==> config.mk <==
export PLATFORM = sky130hd
export DESIGN_NAME = wbufifo_arb
export DESIGN_NICKNAME = d
export VERILOG_FILES = /design/src/rtl/wbufifo_arb.sv
export SDC_FILE = /design/constraint.sdc
export NUM_CORES = 1
export LEC_CHECK = 0
export BUFFER_PORTS_ARGS = -buffer_cell sky130_fd_sc_hd__buf_4
export CAP_MARGIN = 0
export CORE_ASPECT_RATIO = 0.5
export CORE_MARGIN = 2
export CORE_UTILIZATION = 49
export DETAILED_ROUTE_END_ITERATION = 12
export MAX_ROUTING_LAYER = met4
export PLACE_DENSITY = 0.84
export SLEW_MARGIN = 20
export SYNTH_ARGS = -nofsm -noshare
export SYNTH_HDL_FRONTEND = slang
export SYNTH_SLANG_ARGS = --single-unit
==> constraint.sdc <==
create_clock -name i_clk -period 4.15 [get_ports i_clk]
set_clock_uncertainty 0.1 [all_clocks]
set_input_delay 0.415 -clock i_clk [delete_from_list [all_inputs] [get_ports i_clk]]
set_output_delay 0.415 -clock i_clk [all_outputs]
set_load 0.02 [all_outputs]
==> src/rtl/wbufifo_arb.sv <==
// Two-requester packet arbiter in front of a wbufifo. It writes whole packets without
// interleaving, tracks the FIFO fill level and inserts keep-alive words while idle.
module wbufifo_arb #(
  parameter int            BW        = 36,
  parameter int            LGFLEN    = 10,
  parameter int            LGIDLE    = 20,
  parameter logic [BW-1:0] IDLE_WORD = '0
) (
  input  logic              i_clk,
  input  logic              i_reset,
  input  logic              i_a_stb,
  input  logic [BW-1:0]     i_a_data,
  input  logic              i_a_last,
  output logic              o_a_busy,
  input  logic              i_b_stb,
  input  logic [BW-1:0]     i_b_data,
  input  logic              i_b_last,
  output logic              o_b_busy,
  output logic              o_wr,
  output logic [BW-1:0]     o_data,
  input  logic              i_fifo_rd,
  output logic [LGFLEN:0]   o_fill,
  output logic              o_err,
  output logic [1:0]        dbg_state
);
  typedef enum logic [1:0] {IDLE = 2'd0, OWN_A = 2'd1, OWN_B = 2'd2} state_t;

  localparam logic [LGFLEN:0]   FLEN      = {1'b1, {LGFLEN{1'b0}}};
  localparam logic [LGFLEN:0]   FILL_ONE  = {{LGFLEN{1'b0}}, 1'b1};
  localparam logic [LGIDLE-1:0] IDLE_MAX  = {LGIDLE{1'b1}};
  localparam logic [LGIDLE-1:0] IDLE_ONE  = {{(LGIDLE-1){1'b0}}, 1'b1};

  state_t            state;
  logic              last_b;  // 1 when B owned the most recent completed packet
  logic [LGIDLE-1:0] idle_cnt;
  logic              gnt_a, gnt_b, full, acc_a, acc_b, idle_qual, keep, rd_ok, inc;

  // Grant is resolved combinationally in IDLE so the first word needs no extra cycle.
  always_comb begin
    gnt_a = 1'b0;
    gnt_b = 1'b0;
    case (state)
      IDLE: begin
        if (i_a_stb && (!i_b_stb || last_b)) gnt_a = 1'b1;
        else if (i_b_stb)                     gnt_b = 1'b1;
      end
      OWN_A:   gnt_a = 1'b1;
      OWN_B:   gnt_b = 1'b1;
      default: ;
    endcase
  end

  assign full      = (o_fill == FLEN);
  assign o_a_busy  = !(gnt_a && !full);
  assign o_b_busy  = !(gnt_b && !full);
  assign acc_a     = i_a_stb && !o_a_busy;
  assign acc_b     = i_b_stb && !o_b_busy;
  assign idle_qual = (state == IDLE) && !i_a_stb && !i_b_stb && (o_fill == '0);
  assign keep      = idle_qual && (idle_cnt == IDLE_MAX);
  assign rd_ok     = i_fifo_rd && (o_fill != '0);
  assign inc       = acc_a || acc_b || keep;
  assign o_err     = i_fifo_rd && (o_fill == '0);
  assign dbg_state = state;

  always_ff @(posedge i_clk) begin
    if (i_reset) begin
      state    <= IDLE;
      last_b   <= 1'b1;
      o_fill   <= '0;
      idle_cnt <= '0;
      o_wr     <= 1'b0;
      o_data   <= '0;
    end else begin
      o_wr <= inc;
      if (acc_a)      o_data <= i_a_data;
      else if (acc_b) o_data <= i_b_data;
      else if (keep)  o_data <= IDLE_WORD;

      if (acc_a && i_a_last) begin
        state  <= IDLE;
        last_b <= 1'b0;
      end else if (acc_b && i_b_last) begin
        state  <= IDLE;
        last_b <= 1'b1;
      end else if (gnt_a) begin
        state <= OWN_A;
      end else if (gnt_b) begin
        state <= OWN_B;
      end

      // Simultaneous write and read leave the level unchanged.
      if (inc && !rd_ok)      o_fill <= o_fill + FILL_ONE;
      else if (!inc && rd_ok) o_fill <= o_fill - FILL_ONE;

      idle_cnt <= (idle_qual && !keep) ? idle_cnt + IDLE_ONE : '0;
    end
  end
endmodule
# After elaboration in Yosys (flattened, before gate mapping)
# Cells that the tools add are included.
# W data, S select, Z words.
# totals
reg_bits,71
input_bits,79
output_inout_bits,53
elab_cells,66
# op_classes
bitwise,1
n_eq_ne,4
mux,14
add_sub_neg,3
n_reduce_logical,37
# ops
operator,n
$mux W36,3
$mux W11,2
$add A20 B1 Y20 const B,1
$eq A20 B20 Y1 const B,1
$logic_and A1 B1 Y1,16
$add A11 B1 Y11 const B,1
$eq A11 B11 Y1 const B,1
$logic_not A11 Y1,1
$reduce_bool A11 Y1,1
$sub A11 B1 Y11 const B,1
$logic_not A1 Y1,8
$mux W1,7
$reduce_bool A2 Y1,3
$pmux W1 S2,2
$reduce_or A4 Y1,1
$logic_or A1 B1 Y1,3
$reduce_bool A3 Y1,1
$reduce_or A3 Y1,1
$eq A2 B1 Y1 const B,1
$eq A2 B2 Y1 const B,1
$logic_not A2 Y1,1
$reduce_or A2 Y1,1
$not A1 Y1,1

# Depth between registers and ports, before layout
# Gate-level depths: netlist (run 1).
# logic_depth
ltp_word,13
mapped_depth,14

# Worst setup path after synthesis (run 1)
# OpenSTA, ideal clock, no wires.
# synth_timing
path_type,register -> register
from,register o_fill[0]
to,register o_fill[9]
setup_ns,0.134
path_slack_ns,0.483
stages_incl_launch_ff,15
required_time_ns,3.916
arrival_time_ns,3.433
path_cell_list,dfxtp_1 -> nor4_4 -> nand4_2 -> and3_4 -> buf_6 -> buf_2 -> a211o_1 -> ha_1 -> inv_1 -> ha_1 -> a21oi_1 -> o2111ai_1 -> nand3_1 -> a2111oi_0 -> or4_1
# synth_via
elab_chain_len,9
elab_cells_between_ends,22
# synth_lines
element,line_no,text
start: declaration,22,"output logic [LGFLEN:0] o_fill,"
start signal: assignment,92,if (inc && !rd_ok) o_fill <= o_fill + FILL_ONE;
start signal: assignment,93,else if (!inc && rd_ok) o_fill <= o_fill - FILL_ONE;
$eq A11 B11 Y1,53,assign full = (o_fill == FLEN);
$logic_not A1 Y1,"54, 55",
"$logic_and A1 B1 Y1, on equally long branches","54, 55",
"$logic_and A1 B1 Y1, on equally long branches","56, 57",
$logic_or A1 B1 Y1,61,assign inc = acc_a || acc_b || keep;
$logic_or A1 B1 Y1 (*),61,
named net inc,36,"logic gnt_a, gnt_b, full, acc_a, acc_b, idle_qual, keep, rd_ok, inc;"
$logic_not A1 Y1,93,
$logic_and A1 B1 Y1,93,
$reduce_bool A2 Y1 (no source line),--,
# Mark *: on every way through the listed nets, which the timed path passes. The rest lies on a longest branch. The select of a mux whose other input is x is not followed.
# A chain may end at the register's enable or synchronous reset.

# Worst setup path in the final report (run 1)
# layout_timing
from,register idle_cnt[0]
to,register o_fill[9]
# layout_via
elab_chain_len,6
elab_cells_between_ends,8
# layout_lines
element,line_no,text
start: declaration,35,logic [LGIDLE-1:0] idle_cnt;
start signal: assignment,95,idle_cnt <= (idle_qual && !keep) ? idle_cnt + IDLE_ONE : '0;
$eq A20 B20 Y1 (*),59,assign keep = idle_qual && (idle_cnt == IDLE_MAX);
$logic_and A1 B1 Y1 (*),59,
$logic_or A1 B1 Y1 (*),61,
named net inc,36,
$logic_not A1 Y1,93,
$logic_and A1 B1 Y1,93,
$reduce_bool A2 Y1 (no source line),--,
# Mark *: on every way through the listed nets, which the timed path passes. The rest lies on a longest branch.

==> results.py, run 1 <==
metrics = {
    "route": {
        "wl_per_cell_um": 15.53,
        "wl_um": 9005,
        "ant_nets": 0,
        "drt-pass1-iter-count": 5,
        "vias_per_cell": 5.481,
        "drtIter0Drc": 344,
        "route.detailed.drc": 0,
        "num_vias": 3179,
    },
    "synthesis": {
        "postSynth.asyncResetShare_pct": 0,
        "syn_nets": 450,
        "synth_edf_count": 0,
        "netlist_instances": 359,
        "seq_area_frac_synth_pct": 39.93,
        "yosysUniqueCellTypes": 48,
        "ys_top_cells_by_count": "dfxtp_1 (71), a22oi_1 (36), nor2_1 (35)",
        "yosys.area.top_type": "dfxtp_1",
        "synth.most_common_cell": "dfxtp_1",
        "synth_area_leaders": "dfxtp_1 (40%), o2bb2ai_2 (13%), a22oi_1 (7.6%)",
        "synth_flop_cell": "dfxtp_1",
        "synth_top_area_share_pct": 39.93,
        "ys.warnings.count": 0,
        "syn_area_per_cell_um2": 9.915,
        "ys_seq_elements": 71,
        "syn_area_um2": 3560,
    },
    "timing": {
        "setup_tns_ns": 0,
        "finalCriticalPeriod_ns": 3.828,
        "fmax_mhz": 261.2,
        "slew_headroom_pct": 45.77,
        "finalSetupViolCount": 0,
        "post-route-period-util_pct": 92.25,
        "finalMaxSlewViolations": 0,
        "tightest_slew_ns": 0.8135,
        "rsz0062_at_grt": "false",
        "hold_violations": 0,
    },
    "clock_tree": {
        "ctsResizeCount": 0,
        "path_clk_slew_ns": 0.06,
        "cts_tree": "built",
        "h-tree-depth": 3,
        "post_cts_buffers": 0,
        "clockBufferDepth": 2,
        "clock_latency_ns": 0.33,
        "cts_made_buffers": 9,
        "numClockSinks": 71,
        "postCtsHoldBufs": 0,
        "root_buffer": "clkbuf_16",
    },
    "pwr": {
        "power_density_nw_per_um2": 542.3,
        "finalPower_mw": 2.632,
        "vdd_ir_drop_max_mv": 0.2667,
        "leakagePower_nw": 2.031,
    },
    "worst_setup_path": {
        "cp.arrival_ns": 3.93,
        "critPathBufInv": 1,
        "endpoint_kind": "register",
        "path_cells": "ha_1, nand3_1, nor4_2, and3_1, a211o_1, ha_1, inv_1, ha_1, nand3_1, o2111ai_1, nand3_1, and3_1, or4_1",
        "crit_path_top_delay_cell": "or4_1",
        "critical-path-top-delay-family": "simple AND/OR/NAND/NOR gates",
        "worst-path-max-fanout": 11,
        "max_stage_delay_ns": 0.51,
        "worst_setup_path_start_kind": "register",
        "critPathKind": "register to register",
        "required_ns": 4.25,
    },
    "placement": {
        "io_buffers": 131,
        "gp_congestion": 0.9606,
        "dpl.hpwl_um": 6106,
        "placedCellCount": 564,
    },
    "cells_and_area": {
        "n_antenna_cell": 0,
        "nets": 574,
        "final_cells": 580,
        "final_util_pct": 70.77,
        "layout-drive-gt1-share_pct": 38.93,
        "synthToLayoutAreaGrowth_pct": 36.34,
        "fill_cells": 514,
    },
    "floorplanning": {
        "pin_count": 132,
        "dieArea_um2": 8004,
        "initial_core_util_pct": 51.91,
        "core_um2": 6858,
        "die_h_um": 64.27,
        "die_w_um": 124.5,
        "rows": 21,
    },
    "global_routing": {
        "grt_pass1_vias": 2989,
        "grt_pass1_wl_um": 14680,
        "grt_max_degree": 59,
        "globalRouteTotalUtil_pct": 23.50,
        "antenna_found_initial": 0,
        "grt-ovfl-total": 0,
    },
    "worst_hold_path": {
        "worstHoldPathType": "primary input to register",
    },
    "run_status": {
        "status": "completed",
    },
    "flow_run": {
        "cap_violations": 0,
    },
}
worst paths after layout:
path,cells past startpoint,start,slack [ns],end
worst min-delay path,2,i_b_last,0.19,dbg_state[1]$_SDFFE_PP0P_
worst max register to register,13,idle_cnt[0]$_SDFF_PP0_,0.32,o_fill[9]$_SDFFE_PP0P_
worst min register to register,1,idle_cnt[0]$_SDFF_PP0_,0.36,idle_cnt[0]$_SDFF_PP0_
worst max-delay path,13,idle_cnt[0]$_SDFF_PP0_,0.32,o_fill[9]$_SDFFE_PP0P_
layer usage:
| layer | routed length [um] | share of wire, % | global-route usage, % |
|---|---|---|---|
| met1 | 3922 | 44 | 27.77 |
| met2 | 4623 | 51 | 40.23 |
| met3 | 328 | 3.6 | 5.276 |
| met4 | 131 | 1.5 | 8.006 |
| met5 | 0 | 0 | - |
logic make-up after synthesis:
group / share of synthesized area, %
xor gates and xnor gates: 6.151
adders and majority gates: 4.429
buffers and inverters: 4.534
and+or+nand+nor: 15.71
AOI/OAI and AO/OA: 28.37
DFF: 39.93
muxes: 0.8787
stage by stage:
step	setup WS (ns)	cell area, um2	hold WS, ns
after floorplan	0.4827	3560	0.3295
after global placement	0.4526	4572	0.3442
after detailed placement	0.2755	4572	0.3513
after CTS	0.2502	4838	0.1882
after global routing	0.01930	4853	0.1845
final	0.3218	4853	0.1927
area by class of cell:
class,count,area (um2),share of cell area (%)
Clock buffer,10,229.0,4.718
Clock inverter,6,37.54,0.7734
Inverter,12,45.04,0.9281
Multi-Input combinational cell,254,1992,41.04
Sequential cell,71,1421,29.29
Tap cell,92,115.1,2.372
Timing Repair Buffer,135,1013,20.88
power breakdown:
part / internal [mW] / total (mW) / switching, mW
logic: 0.477 / 1.07 / 0.594
clock network: 0.401 / 0.685 / 0.284
registers: 0.777 / 0.876 / 0.0993
total: 1.65 / 2.63 / 0.977
state kept, by name, summed over array words and instances, names as in the netlist:
| name | cells |
|---|---|
| idle_cnt | 20 |
| o_data | 36 |
| last_b | 1 |
| o_fill | 11 |
| o_wr | 1 |
| dbg_state | 2 |
placed cells by master (no fill, tap or decap), types with 3 or more instances in the layout:
| master | instances |
|---|---|
| a21oi_1 | 12 |
| a22oi_1 | 36 |
| a31oi_1 | 3 |
| and3_1 | 6 |
| buf_4 | 135 |
| clkbuf_16 | 9 |
| clkinv_2 | 3 |
| clkinvlp_4 | 3 |
| dfxtp_1 | 71 |
| ha_1 | 11 |
| inv_1 | 12 |
| nand2_1 | 23 |
| nand3_1 | 17 |
| nand4_1 | 3 |
| nor2_1 | 35 |
| nor2b_1 | 3 |
| nor3_1 | 5 |
| o21bai_1 | 3 |
| o22ai_1 | 3 |
| o2bb2ai_1 | 6 |
| o2bb2ai_2 | 30 |
| xnor2_1 | 9 |
| xor2_1 | 16 |
(Power assumes the default switching activity.)
==> run 2, diff against run 1 <==
--- a/config.mk
+++ b/config.mk
@@ -9,10 +9,10 @@
 export CAP_MARGIN = 0
 export CORE_ASPECT_RATIO = 0.5
 export CORE_MARGIN = 2
-export CORE_UTILIZATION = 49
+export CORE_UTILIZATION = 53
 export DETAILED_ROUTE_END_ITERATION = 12
 export MAX_ROUTING_LAYER = met4
-export PLACE_DENSITY = 0.84
+export PLACE_DENSITY = 0.91
 export SLEW_MARGIN = 20
 export SYNTH_ARGS = -nofsm -noshare
 export SYNTH_HDL_FRONTEND = slang
==> constraint.sdc (replaced) <==
create_clock -name i_clk -period 4.67 [get_ports i_clk]
set_clock_uncertainty 0.1 [all_clocks]
set_input_delay 0.467 -clock i_clk [delete_from_list [all_inputs] [get_ports i_clk]]
set_output_delay 0.467 -clock i_clk [all_outputs]
set_load 0.02 [all_outputs]
==> run 2 against run 1 <==
Compared with the run above:
- worst hold slack better by 0.053 ns
- largest cell class unchanged
- total power decreased by 5.6%
- global-route usage is 4.6 points higher
- highest routed layer unchanged
==> results.py, run 2 (synthesis gave the netlist of run 1 again) <==
metrics = {
    "timing": {
        "setup_tns_ns": 0,
        "finalCriticalPeriod_ns": 4.080,
        "finalMaxSlewViolations": 0,
        "whs_ns": 0.2460,
        "slew_headroom_pct": 47.31,
        "hold_violations": 0,
        "rsz0062_at_grt": "false",
        "timing.final.ws_setup_ns": 0.5899,
        "post-route-period-util_pct": 87.37,
        "finalSetupViolCount": 0,
        "tightest_slew_ns": 0.7904,
        "fmax_mhz": 245.1,
    },
    "route": {
        "ant_nets": 0,
        "wl_per_cell_um": 17.15,
        "wl_um": 9911,
        "num_vias": 3340,
        "vias_per_cell": 5.779,
        "drt-pass1-iter-count": 5,
        "drtIter0Drc": 288,
        "route.detailed.drc": 0,
    },
    "clock_tree": {
        "post_cts_buffers": 0,
        "h-tree-depth": 3,
        "ctsResizeCount": 0,
        "cts_tree": "built",
        "clock_latency_ns": 0.33,
        "root_buffer": "clkbuf_16",
        "postCtsHoldBufs": 0,
        "numClockSinks": 71,
        "path_clk_slew_ns": 0.06,
        "clockBufferDepth": 2,
        "cts_made_buffers": 9,
    },
    "global_routing": {
        "grt_pass1_wl_um": 15820,
        "grt-ovfl-total": 0,
        "globalRouteTotalUtil_pct": 28.08,
        "antenna_found_initial": 0,
        "grt_pass1_vias": 3251,
        "grt_max_degree": 59,
    },
    "worst_setup_path": {
        "rr_endpoint": "o_fill[9]$_SDFFE_PP0P_",
        "r2r_slack_ns": 0.59,
        "critPathKind": "register to register",
        "worst-path-max-fanout": 11,
        "max_stage_delay_ns": 0.50,
        "cp_num_cells": 14,
        "critPathBufInv": 2,
        "crit_path_top_delay_cell": "or4_1",
        "critical-path-top-delay-family": "simple AND/OR/NAND/NOR gates",
        "reg2reg_depth": 14,
        "path_cells": "ha_1, nand3_1, nor4_1, buf_4, and3_1, a211o_1, ha_1, inv_1, ha_1, nand3_1, o2111ai_1, nand3_1, and3_1, or4_1",
        "cp.arrival_ns": 4.19,
        "worst_setup_path_start_kind": "register",
        "required_ns": 4.78,
        "worstReg2RegStart": "idle_cnt[0]$_SDFF_PP0_",
        "endpoint_kind": "register",
    },
    "placement": {
        "dpl.hpwl_um": 6434,
        "placedCellCount": 563,
        "dp_slack_ns": 0.7165,
        "io_buffers": 131,
        "dpl_cell_area_um2": 4564,
        "gp_congestion": 0.8859,
    },
    "cells_and_area": {
        "final_cell_mix": "buf_4 (134), dfxtp_1 (71), a22oi_1 (36), nor2_1 (35), o2bb2ai_2 (30)",
        "layout-drive-gt1-share_pct": 38.68,
        "regMostFlops": "o_data",
        "final_cells": 578,
        "finalInstanceArea_um2": 4883,
        "nets": 573,
        "final_common_cell": "buf_4",
        "n_antenna_cell": 0,
        "final_util_pct": 74.05,
        "top_regs": "o_data x36, idle_cnt x20, o_fill x11",
        "largest_register_ffs": 36,
        "synthToLayoutAreaGrowth_pct": 37.19,
    },
    "pwr": {
        "finalPower_mw": 2.486,
        "leakagePower_nw": 2.053,
        "power_density_nw_per_um2": 509.0,
        "vdd_ir_drop_max_mv": 0.2938,
    },
    "floorplanning": {
        "die_h_um": 61.95,
        "die_w_um": 119.9,
        "rows": 21,
        "dieArea_um2": 7428,
        "pin_count": 132,
        "initial_core_util_pct": 53.97,
        "core_um2": 6595,
    },
    "run_status": {
        "status": "completed",
    },
    "worst_hold_path": {
        "worstHoldPathType": "primary input to register",
        "min_path_cells": 2,
        "hold_path_end": "dbg_state[1]$_SDFFE_PP0P_",
        "holdCritStartpoint": "i_b_last",
    },
    "flow_run": {
        "cap_violations": 0,
    },
}
==> run 2: cell types whose count changed in the layout (fill, tap and decap cells not counted), sizes merged <==
cell      before  now
clkbuf        10    9
clkinvlp       3    1
inv           12   13
buf          135  134
clkinv         3    2
bufinv         0    2
==> run 2: worst max path at each step <==
stage	from	end	slack (ns)
2_1_floorplan	o_fill[0]$_SDFFE_PP0P_	o_fill[9]$_SDFFE_PP0P_	1.00
3_3_place_gp	o_fill[0]$_SDFFE_PP0P_	o_fill[9]$_SDFFE_PP0P_	0.95
3_5_place_dp	idle_cnt[0]$_SDFF_PP0_	o_fill[9]$_SDFFE_PP0P_	0.72
4_1_cts	idle_cnt[0]$_SDFF_PP0_	o_fill[9]$_SDFFE_PP0P_	0.66
5_1_grt	idle_cnt[0]$_SDFF_PP0_	o_fill[9]$_SDFFE_PP0P_	0.33
6_report	idle_cnt[0]$_SDFF_PP0_	o_fill[9]$_SDFFE_PP0P_	0.59
==> run 2: final cells by class <==
class                      instances  area, um2
tap                               92      115.1
fill                             435       1712
clock inverter                     6      93.84
sequential                        71       1421
inverter                          12      45.04
multi-input combinational        254       1977
timing repair buffer             134       1006
clock buffer                       9      225.2
==> run 2: worst register-to-register path, stage by stage (launching register included) <==
cell and delay (ns):
dfxtp_1 0.38, ha_1 0.22, nand3_1 0.20, nor4_1 0.31, buf_4 0.20, and3_1 0.25, a211o_1 0.19, ha_1 0.18
inv_1 0.21, ha_1 0.48, nand3_1 0.15, o2111ai_1 0.32, nand3_1 0.14, and3_1 0.16, or4_1 0.50
==> run 2: report_power, final <==
group          switching (mW)  internal, mW
registers              0.0915         0.690
clock network           0.271         0.468
logic                   0.543         0.422
==> run 2: metal layers <==
metal / vias to the layer above / wire length, um / track usage (%)
met5: - / 0 / -
met4: 0 / 292 / 12.27
met1: 1591 / 4060 / 32.32
li1: 1584 / - / -
met3: 37 / 502 / 5.839
met2: 128 / 5056 / 49.35
